===== src/rtl/cpu_types.sv =====
// rtl/cpu_types.sv - shared fetch types: state encoding and prefetch queue entry
package cpu_types;

   localparam int CPU_XLEN = 32;

   typedef enum logic [1:0] {
      FS_BOOT,
      FS_RUN,
      FS_HALT
   } fetch_state_t;

   typedef struct packed {
      logic [31:0]          insn;
      logic [CPU_XLEN-1:0]  pc;
      logic                 err;
   } fetch_entry_t;

endpackage


===== src/rtl/cpu_fetch_unit_fifo.sv =====
// rtl/cpu_fetch_unit_fifo.sv - synchronous FIFO with flush; pop and push allowed together when full
module sync_fifo #(
   parameter int WIDTH = 8,
   parameter int DEPTH = 4,
   localparam int AW = (DEPTH > 1) ? $clog2(DEPTH) : 1,
   localparam int CW = $clog2(DEPTH + 1)
) (
   input  logic             i_clk,
   input  logic             i_rst_n,
   input  logic             flush,
   input  logic             push,
   input  logic [WIDTH-1:0] push_data,
   input  logic             pop,
   output logic [WIDTH-1:0] pop_data,
   output logic             full,
   output logic             empty,
   output logic [CW-1:0]    count
);

   logic [WIDTH-1:0] mem [DEPTH];
   logic [AW-1:0]    wr_ptr;
   logic [AW-1:0]    rd_ptr;
   logic             do_push;
   logic             do_pop;

   function automatic logic [AW-1:0] ptr_inc(input logic [AW-1:0] p);
      return (p == AW'(DEPTH - 1)) ? '0 : p + AW'(1);
   endfunction

   assign empty   = (count == '0);
   assign full    = (count == CW'(DEPTH));
   assign do_pop  = pop & ~empty;
   // a pop frees the slot the same cycle, so a full queue still accepts a push
   assign do_push = push & (~full | do_pop);
   assign pop_data = mem[rd_ptr];

   always_ff @(posedge i_clk or negedge i_rst_n) begin
      if (!i_rst_n) begin
         wr_ptr <= '0;
         rd_ptr <= '0;
         count  <= '0;
      end else if (flush) begin
         wr_ptr <= '0;
         rd_ptr <= '0;
         count  <= '0;
      end else begin
         if (do_push) wr_ptr <= ptr_inc(wr_ptr);
         if (do_pop)  rd_ptr <= ptr_inc(rd_ptr);
         if (do_push && !do_pop)
            count <= count + CW'(1);
         else if (!do_push && do_pop)
            count <= count - CW'(1);
      end
   end

   always_ff @(posedge i_clk) begin
      if (do_push && !flush) mem[wr_ptr] <= push_data;
   end

   a_no_overflow : assert property (@(posedge i_clk) disable iff (!i_rst_n)
      !(push && full && !pop && !flush));

endmodule


===== src/rtl/cpu_fetch_unit.sv =====
// rtl/cpu_fetch_unit.sv - pipelined instruction fetch front end with prefetch queue
module cpu_fetch_unit
   import cpu_types::*;
#(
   parameter int              XLEN            = CPU_XLEN,
   parameter int              DEPTH           = 4,
   parameter int              MAX_OUTSTANDING = 2,
   parameter logic [XLEN-1:0] RESET_PC        = '0
) (
   input  logic            i_clk,
   input  logic            i_rst_n,
   input  logic            i_halt,
   input  logic            i_redirect,
   input  logic [XLEN-1:0] i_redirect_pc,
   output logic            o_imem_req,
   output logic [XLEN-1:0] o_imem_addr,
   input  logic            i_imem_gnt,
   input  logic            i_imem_rvalid,
   input  logic [31:0]     i_imem_rdata,
   input  logic            i_imem_err,
   output logic            o_insn_valid,
   output logic [31:0]     o_insn,
   output logic [XLEN-1:0] o_insn_pc,
   output logic            o_insn_err,
   input  logic            i_insn_ready
);

   localparam int OW = $clog2(MAX_OUTSTANDING + 1);
   localparam int CW = $clog2(DEPTH + 1);
   localparam int SW = CW + 1;
   localparam int QW = $bits(fetch_entry_t);

   fetch_state_t    state;
   fetch_state_t    state_nxt;
   logic [XLEN-1:0] fetch_pc;
   logic [OW-1:0]   outstanding;
   logic [OW-1:0]   discard;
   logic [CW-1:0]   occupancy;
   logic [SW-1:0]   credit_used;
   logic            issue;
   logic            fire;
   logic            resp;
   logic            q_push;
   logic            q_pop;
   logic            q_full;
   logic            q_empty;
   logic            tag_full;
   logic            tag_empty;
   logic [XLEN-1:0] tag_pc;
   fetch_entry_t    q_in;
   fetch_entry_t    q_head;

   always_ff @(posedge i_clk or negedge i_rst_n) begin
      if (!i_rst_n) state <= FS_BOOT;
      else          state <= state_nxt;
   end

   always_comb begin
      state_nxt = state;
      case (state)
         FS_BOOT: state_nxt = i_halt ? FS_HALT : FS_RUN;
         FS_RUN:  if (i_halt)  state_nxt = FS_HALT;
         FS_HALT: if (!i_halt) state_nxt = FS_RUN;
         default: state_nxt = FS_BOOT;
      endcase
   end

   // credit counts both queued and in-flight words so a response always finds room
   assign credit_used = SW'(occupancy) + SW'(outstanding);

   always_comb begin
      issue = 1'b0;
      if (state == FS_RUN && !i_halt && !i_redirect && !tag_full && !q_full
          && credit_used < SW'(DEPTH))
         issue = 1'b1;
   end

   assign o_imem_req  = issue;
   assign o_imem_addr = fetch_pc;
   assign fire        = issue & i_imem_gnt;
   assign resp        = i_imem_rvalid & ~tag_empty;

   always_ff @(posedge i_clk or negedge i_rst_n) begin
      if (!i_rst_n)
         fetch_pc <= RESET_PC;
      else if (i_redirect)
         fetch_pc <= {i_redirect_pc[XLEN-1:2], 2'b00};
      else if (fire)
         fetch_pc <= fetch_pc + XLEN'(4);
   end

   // every fetch still in flight at a redirect belongs to the old stream
   always_ff @(posedge i_clk or negedge i_rst_n) begin
      if (!i_rst_n)
         discard <= '0;
      else if (i_redirect)
         discard <= outstanding - OW'(resp);
      else if (resp && discard != '0)
         discard <= discard - OW'(1);
   end

   assign q_push  = resp & (discard == '0) & ~i_redirect;
   assign q_pop   = ~q_empty & i_insn_ready & ~i_redirect;
   assign q_in.insn = i_imem_err ? 32'h0 : i_imem_rdata;
   assign q_in.pc   = tag_pc;
   assign q_in.err  = i_imem_err;

   sync_fifo #(
      .WIDTH (XLEN),
      .DEPTH (MAX_OUTSTANDING)
   ) u_tag_fifo (
      .i_clk     (i_clk),
      .i_rst_n   (i_rst_n),
      .flush     (1'b0),
      .push      (fire),
      .push_data (fetch_pc),
      .pop       (resp),
      .pop_data  (tag_pc),
      .full      (tag_full),
      .empty     (tag_empty),
      .count     (outstanding)
   );

   sync_fifo #(
      .WIDTH (QW),
      .DEPTH (DEPTH)
   ) u_prefetch_q (
      .i_clk     (i_clk),
      .i_rst_n   (i_rst_n),
      .flush     (i_redirect),
      .push      (q_push),
      .push_data (q_in),
      .pop       (q_pop),
      .pop_data  (q_head),
      .full      (q_full),
      .empty     (q_empty),
      .count     (occupancy)
   );

   assign o_insn_valid = ~q_empty;
   assign o_insn       = q_empty ? 32'h0 : q_head.insn;
   assign o_insn_pc    = q_empty ? '0    : q_head.pc;
   assign o_insn_err   = q_empty ? 1'b0  : q_head.err;

endmodule


===== config.mk =====
export PLATFORM = sky130hd
export DESIGN_NAME = cpu_fetch_unit
export DESIGN_NICKNAME = d
export VERILOG_FILES = /design/src/rtl/cpu_types.sv /design/src/rtl/cpu_fetch_unit_fifo.sv /design/src/rtl/cpu_fetch_unit.sv
export SDC_FILE = /design/constraint.sdc
export NUM_CORES = 1
export LEC_CHECK = 0
export BUFFER_PORTS_ARGS = -buffer_cell sky130_fd_sc_hd__buf_2
export CORE_ASPECT_RATIO = 1.1
export CORE_MARGIN = 2
export CORE_UTILIZATION = 35
export DETAILED_ROUTE_END_ITERATION = 16
export PLACE_DENSITY_LB_ADDON = 0.2
export SLEW_MARGIN = 20
export SYNTH_ARGS = -nofsm -noshare
export SYNTH_HDL_FRONTEND = slang
export SYNTH_SLANG_ARGS = --single-unit

===== constraint.sdc =====
create_clock -name i_clk -period 3.9 [get_ports i_clk]
set_input_delay 0.78 -clock i_clk [delete_from_list [all_inputs] [get_ports i_clk]]
set_output_delay 0.78 -clock i_clk [all_outputs]
set_load 0.05 [all_outputs]

==> flow_metrics.env <==
export IMPL_period_share_pct=88.20
export IMPL_drt_first_iter_violations=426
export IMPL_synth_cell_types=51
export IMPL_postPlaceCellArea_um2=16240
export IMPL_synthesis_instances=836
export IMPL_min_period_ns=3.440
export IMPL_remaining_drc_errors=0
export IMPL_worstPathArrival_ns=2.66
export IMPL_ios=171
export IMPL_globalRoute_totalOverflow=0
export IMPL_worstMarginPinSlew_ns=0.9989
export IMPL_overall_die_area_um2=43300
export IMPL_post_synth_top_area_cell="sky130_fd_sc_hd__edfxtp_1"
export IMPL_tritoncts_num_sinks=357
export IMPL_avgSynthCellArea_um2=17.44
export IMPL_die_height_um=218.0
export IMPL_total_leakage_power_nw=6.107
export IMPL_placement_setup_worst_slack_ns=0.9050
export IMPL_final_setup_viol_count=0
export IMPL_run_status="finished, final reports clean"
export IMPL_worst_endpoint_required_ns=3.12
export IMPL_synth_async_sr_flop_share_pct=12.61
export IMPL_final_hold_viol_count=0
export IMPL_grt_pass1_vias=8168
export IMPL_final_core_utilization_pct=42.31
export IMPL_path_max_fanout=30
export IMPL_drtAntennaViolNets=0
export IMPL_synthFlopType="sky130_fd_sc_hd__edfxtp_1"
export IMPL_place_detailed_instances=1542
export IMPL_drt_pass_1_iters=5
export IMPL_ir_drop_uv=288.8
export IMPL_maxSlewHeadroom_pct=33.41
export IMPL_cellPowerDensity_nw_per_um2=679.0
export IMPL_routabilityCongestion=0.7783
export IMPL_via_per_inst=4.945
export IMPL_rsz0062_at_grt="false"
export IMPL_antenna_found_initial=2
export IMPL_synth_top_cell_area_share_pct=64.27
export IMPL_number_of_synthesized_flops_with_an_enable_pin=312
export IMPL_fin_tns_setup_ns=0
export IMPL_drive_above_1_share_pct=32.57
export IMPL_timing_critical_path_from_type="flop"
export IMPL_core_area_um2=41180
export IMPL_synth_top_cells_by_count="312 x sky130_fd_sc_hd__edfxtp_1, 70 x sky130_fd_sc_hd__and2_1, 63 x sky130_fd_sc_hd__mux4_2"
export IMPL_synth_ff_latch_count=357
export IMPL_antenna_cells=0
export IMPL_cts_repair_resized=0
export IMPL_crit_type="flop to output pin"
export IMPL_timing_clock_skew_ns=0.01274
export IMPL_hp_class="primary input to asynchronous set/reset pin"
export IMPL_clock_tree_from_tritoncts="built"
export IMPL_critical_path_end_type="output pin"
export IMPL_layout_cell_area_non_filler_um2=17420
export IMPL_cts_max_level=2
export IMPL_syn_to_final_growth_pct=19.53
export IMPL_grt_max_degree=60
export IMPL_design_power_total_mw=11.83
export IMPL_synth_yosys_seq_area_share_pct=71.99
export IMPL_io_buffers=164
export IMPL_grt_first_pass_wirelength_um=49610
export IMPL_clock_fmax_mhz=290.7
export IMPL_drv_slew=0
export IMPL_stdcell_count=1613
export IMPL_synth_top_cells_by_area="sky130_fd_sc_hd__edfxtp_1 64%, sky130_fd_sc_hd__mux4_2 9.7%, sky130_fd_sc_hd__dfrtp_1 7.7%"
export IMPL_die_width_um=198.6
export IMPL_dr_total_vias=7976
export IMPL_cts_path_max_buffers=3
export IMPL_ctsRootBufferMaster="sky130_fd_sc_hd__clkbuf_16"
export IMPL_setup_slack_ns=0.4601
export IMPL_route_final_wire_length_um=32590
export IMPL_design_final_nets=1107
export IMPL_dp_hpwl_um=20260
export IMPL_drt_wirelength_per_cell_um=20.21
export IMPL_placementRows=78
export IMPL_cts_repair_timing_setup_buffer_count=0
export IMPL_synth_yosys_warnings=0
export IMPL_cts_hold_buf=0
export IMPL_clock_latency_ns=0.52
export IMPL_worst_setup_hold_path_clk_slew_ns=0.06
export IMPL_netlist_area_um2=14580
export IMPL_post_synth_top_count_cell="sky130_fd_sc_hd__edfxtp_1"
export IMPL_initial_utilization_pct=35.40
export IMPL_drv_cap=0
export IMPL_inserted_clock_buffers=40
export IMPL_gr_usage_all_layers_pct=15.29
export IMPL_holdWs_ns=0.3206
-- layout by cell type, fill, tap and decap left out, types with 15 or more instances in the layout --
master	instances
sky130_fd_sc_hd__mux2_2	31
sky130_fd_sc_hd__o21ai_0	15
sky130_fd_sc_hd__inv_1	16
sky130_fd_sc_hd__buf_2	164
sky130_fd_sc_hd__nand3_1	27
sky130_fd_sc_hd__nor2b_1	32
sky130_fd_sc_hd__mux4_2	63
sky130_fd_sc_hd__dfrtp_1	43
sky130_fd_sc_hd__nand2_1	29
sky130_fd_sc_hd__nor2_1	18
sky130_fd_sc_hd__clkbuf_16	41
sky130_fd_sc_hd__and2_1	66
sky130_fd_sc_hd__nand4_1	16
sky130_fd_sc_hd__edfxtp_1	312
-- final timing paths --
check	cells past startpoint	start	slack, ns	end
min in group i_clk	2	i_halt	0.45	state[0]
min	1	i_rst_n	0.32	o_imem_addr[29]
max reg2reg	8	u_tag_fifo.count[1]	1.32	o_imem_addr[12]
max	4	u_prefetch_q.rd_ptr[0]	0.46	o_insn_pc[22]
max in group asynchronous	2	i_rst_n	2.95	o_imem_addr[27]
min reg2reg	1	state[0]	0.46	state[0]
-- per-layer routing --
metal	share of wire, %	wire length, µm	GRT usage [%]	up-vias
met5	0.074	24	0	-
met3	5.3	1742	2.861	47
li1	-	-	-	3640
met1	45	14760	21.10	4068
met2	47	15430	24.74	217
met4	2.0	636	4.378	4
-- sequential cells by signal, indices dropped and copies added (netlist names) --
register	cells
u_tag_fifo.wr_ptr	1
u_tag_fifo.mem	60
o_imem_addr	30
u_prefetch_q.wr_ptr	2
u_tag_fifo.count	2
state	2
u_prefetch_q.mem	252
u_prefetch_q.count	3
discard	2
u_tag_fifo.rd_ptr	1
u_prefetch_q.rd_ptr	2
-- cells by family (layout without fill, tap and decap cells) --
kind of cell | after synthesis | in the layout | share of synthesized area, %
and+or+nand+nor | 229 | 229 | 8.840
muxes | 97 | 97 | 12.33
DFF | 357 | 357 | 71.99
adders and majority gates | 11 | 11 | 0.9956
buffers and inverters | 61 | 275 | 1.802
AOI/OAI and AO/OA | 67 | 67 | 3.227
other | 1 | 4 | 0.02572
xor gates and xnor gates | 13 | 13 | 0.7811
-- worst max-delay path, stage by stage, from the launching register on --
cell and delay (ns):
sky130_fd_sc_hd__dfrtp_4 0.88, sky130_fd_sc_hd__buf_4 0.33, sky130_fd_sc_hd__mux4_2 0.54, sky130_fd_sc_hd__and2_1 0.17
sky130_fd_sc_hd__buf_2 0.20
-- area by class of cell --
type	count	area, µm²
Fill cell	3781	23760
Inverter	17	63.81
Clock buffer	51	1064
Timing Repair Buffer	187	1131
Tap cell	560	700.7
Clock inverter	20	117.6
Sequential cell	357	10500
Multi-Input combinational cell	421	3845
-- power by group --
| part | total, mW | switching [mW] | internal (mW) |
|---|---|---|---|
| sequential | 4.70 | 0.260 | 4.44 |
| clock | 3.40 | 1.42 | 1.99 |
| combinational | 3.73 | 2.55 | 1.17 |
Power figures use the tool's default switching activity.
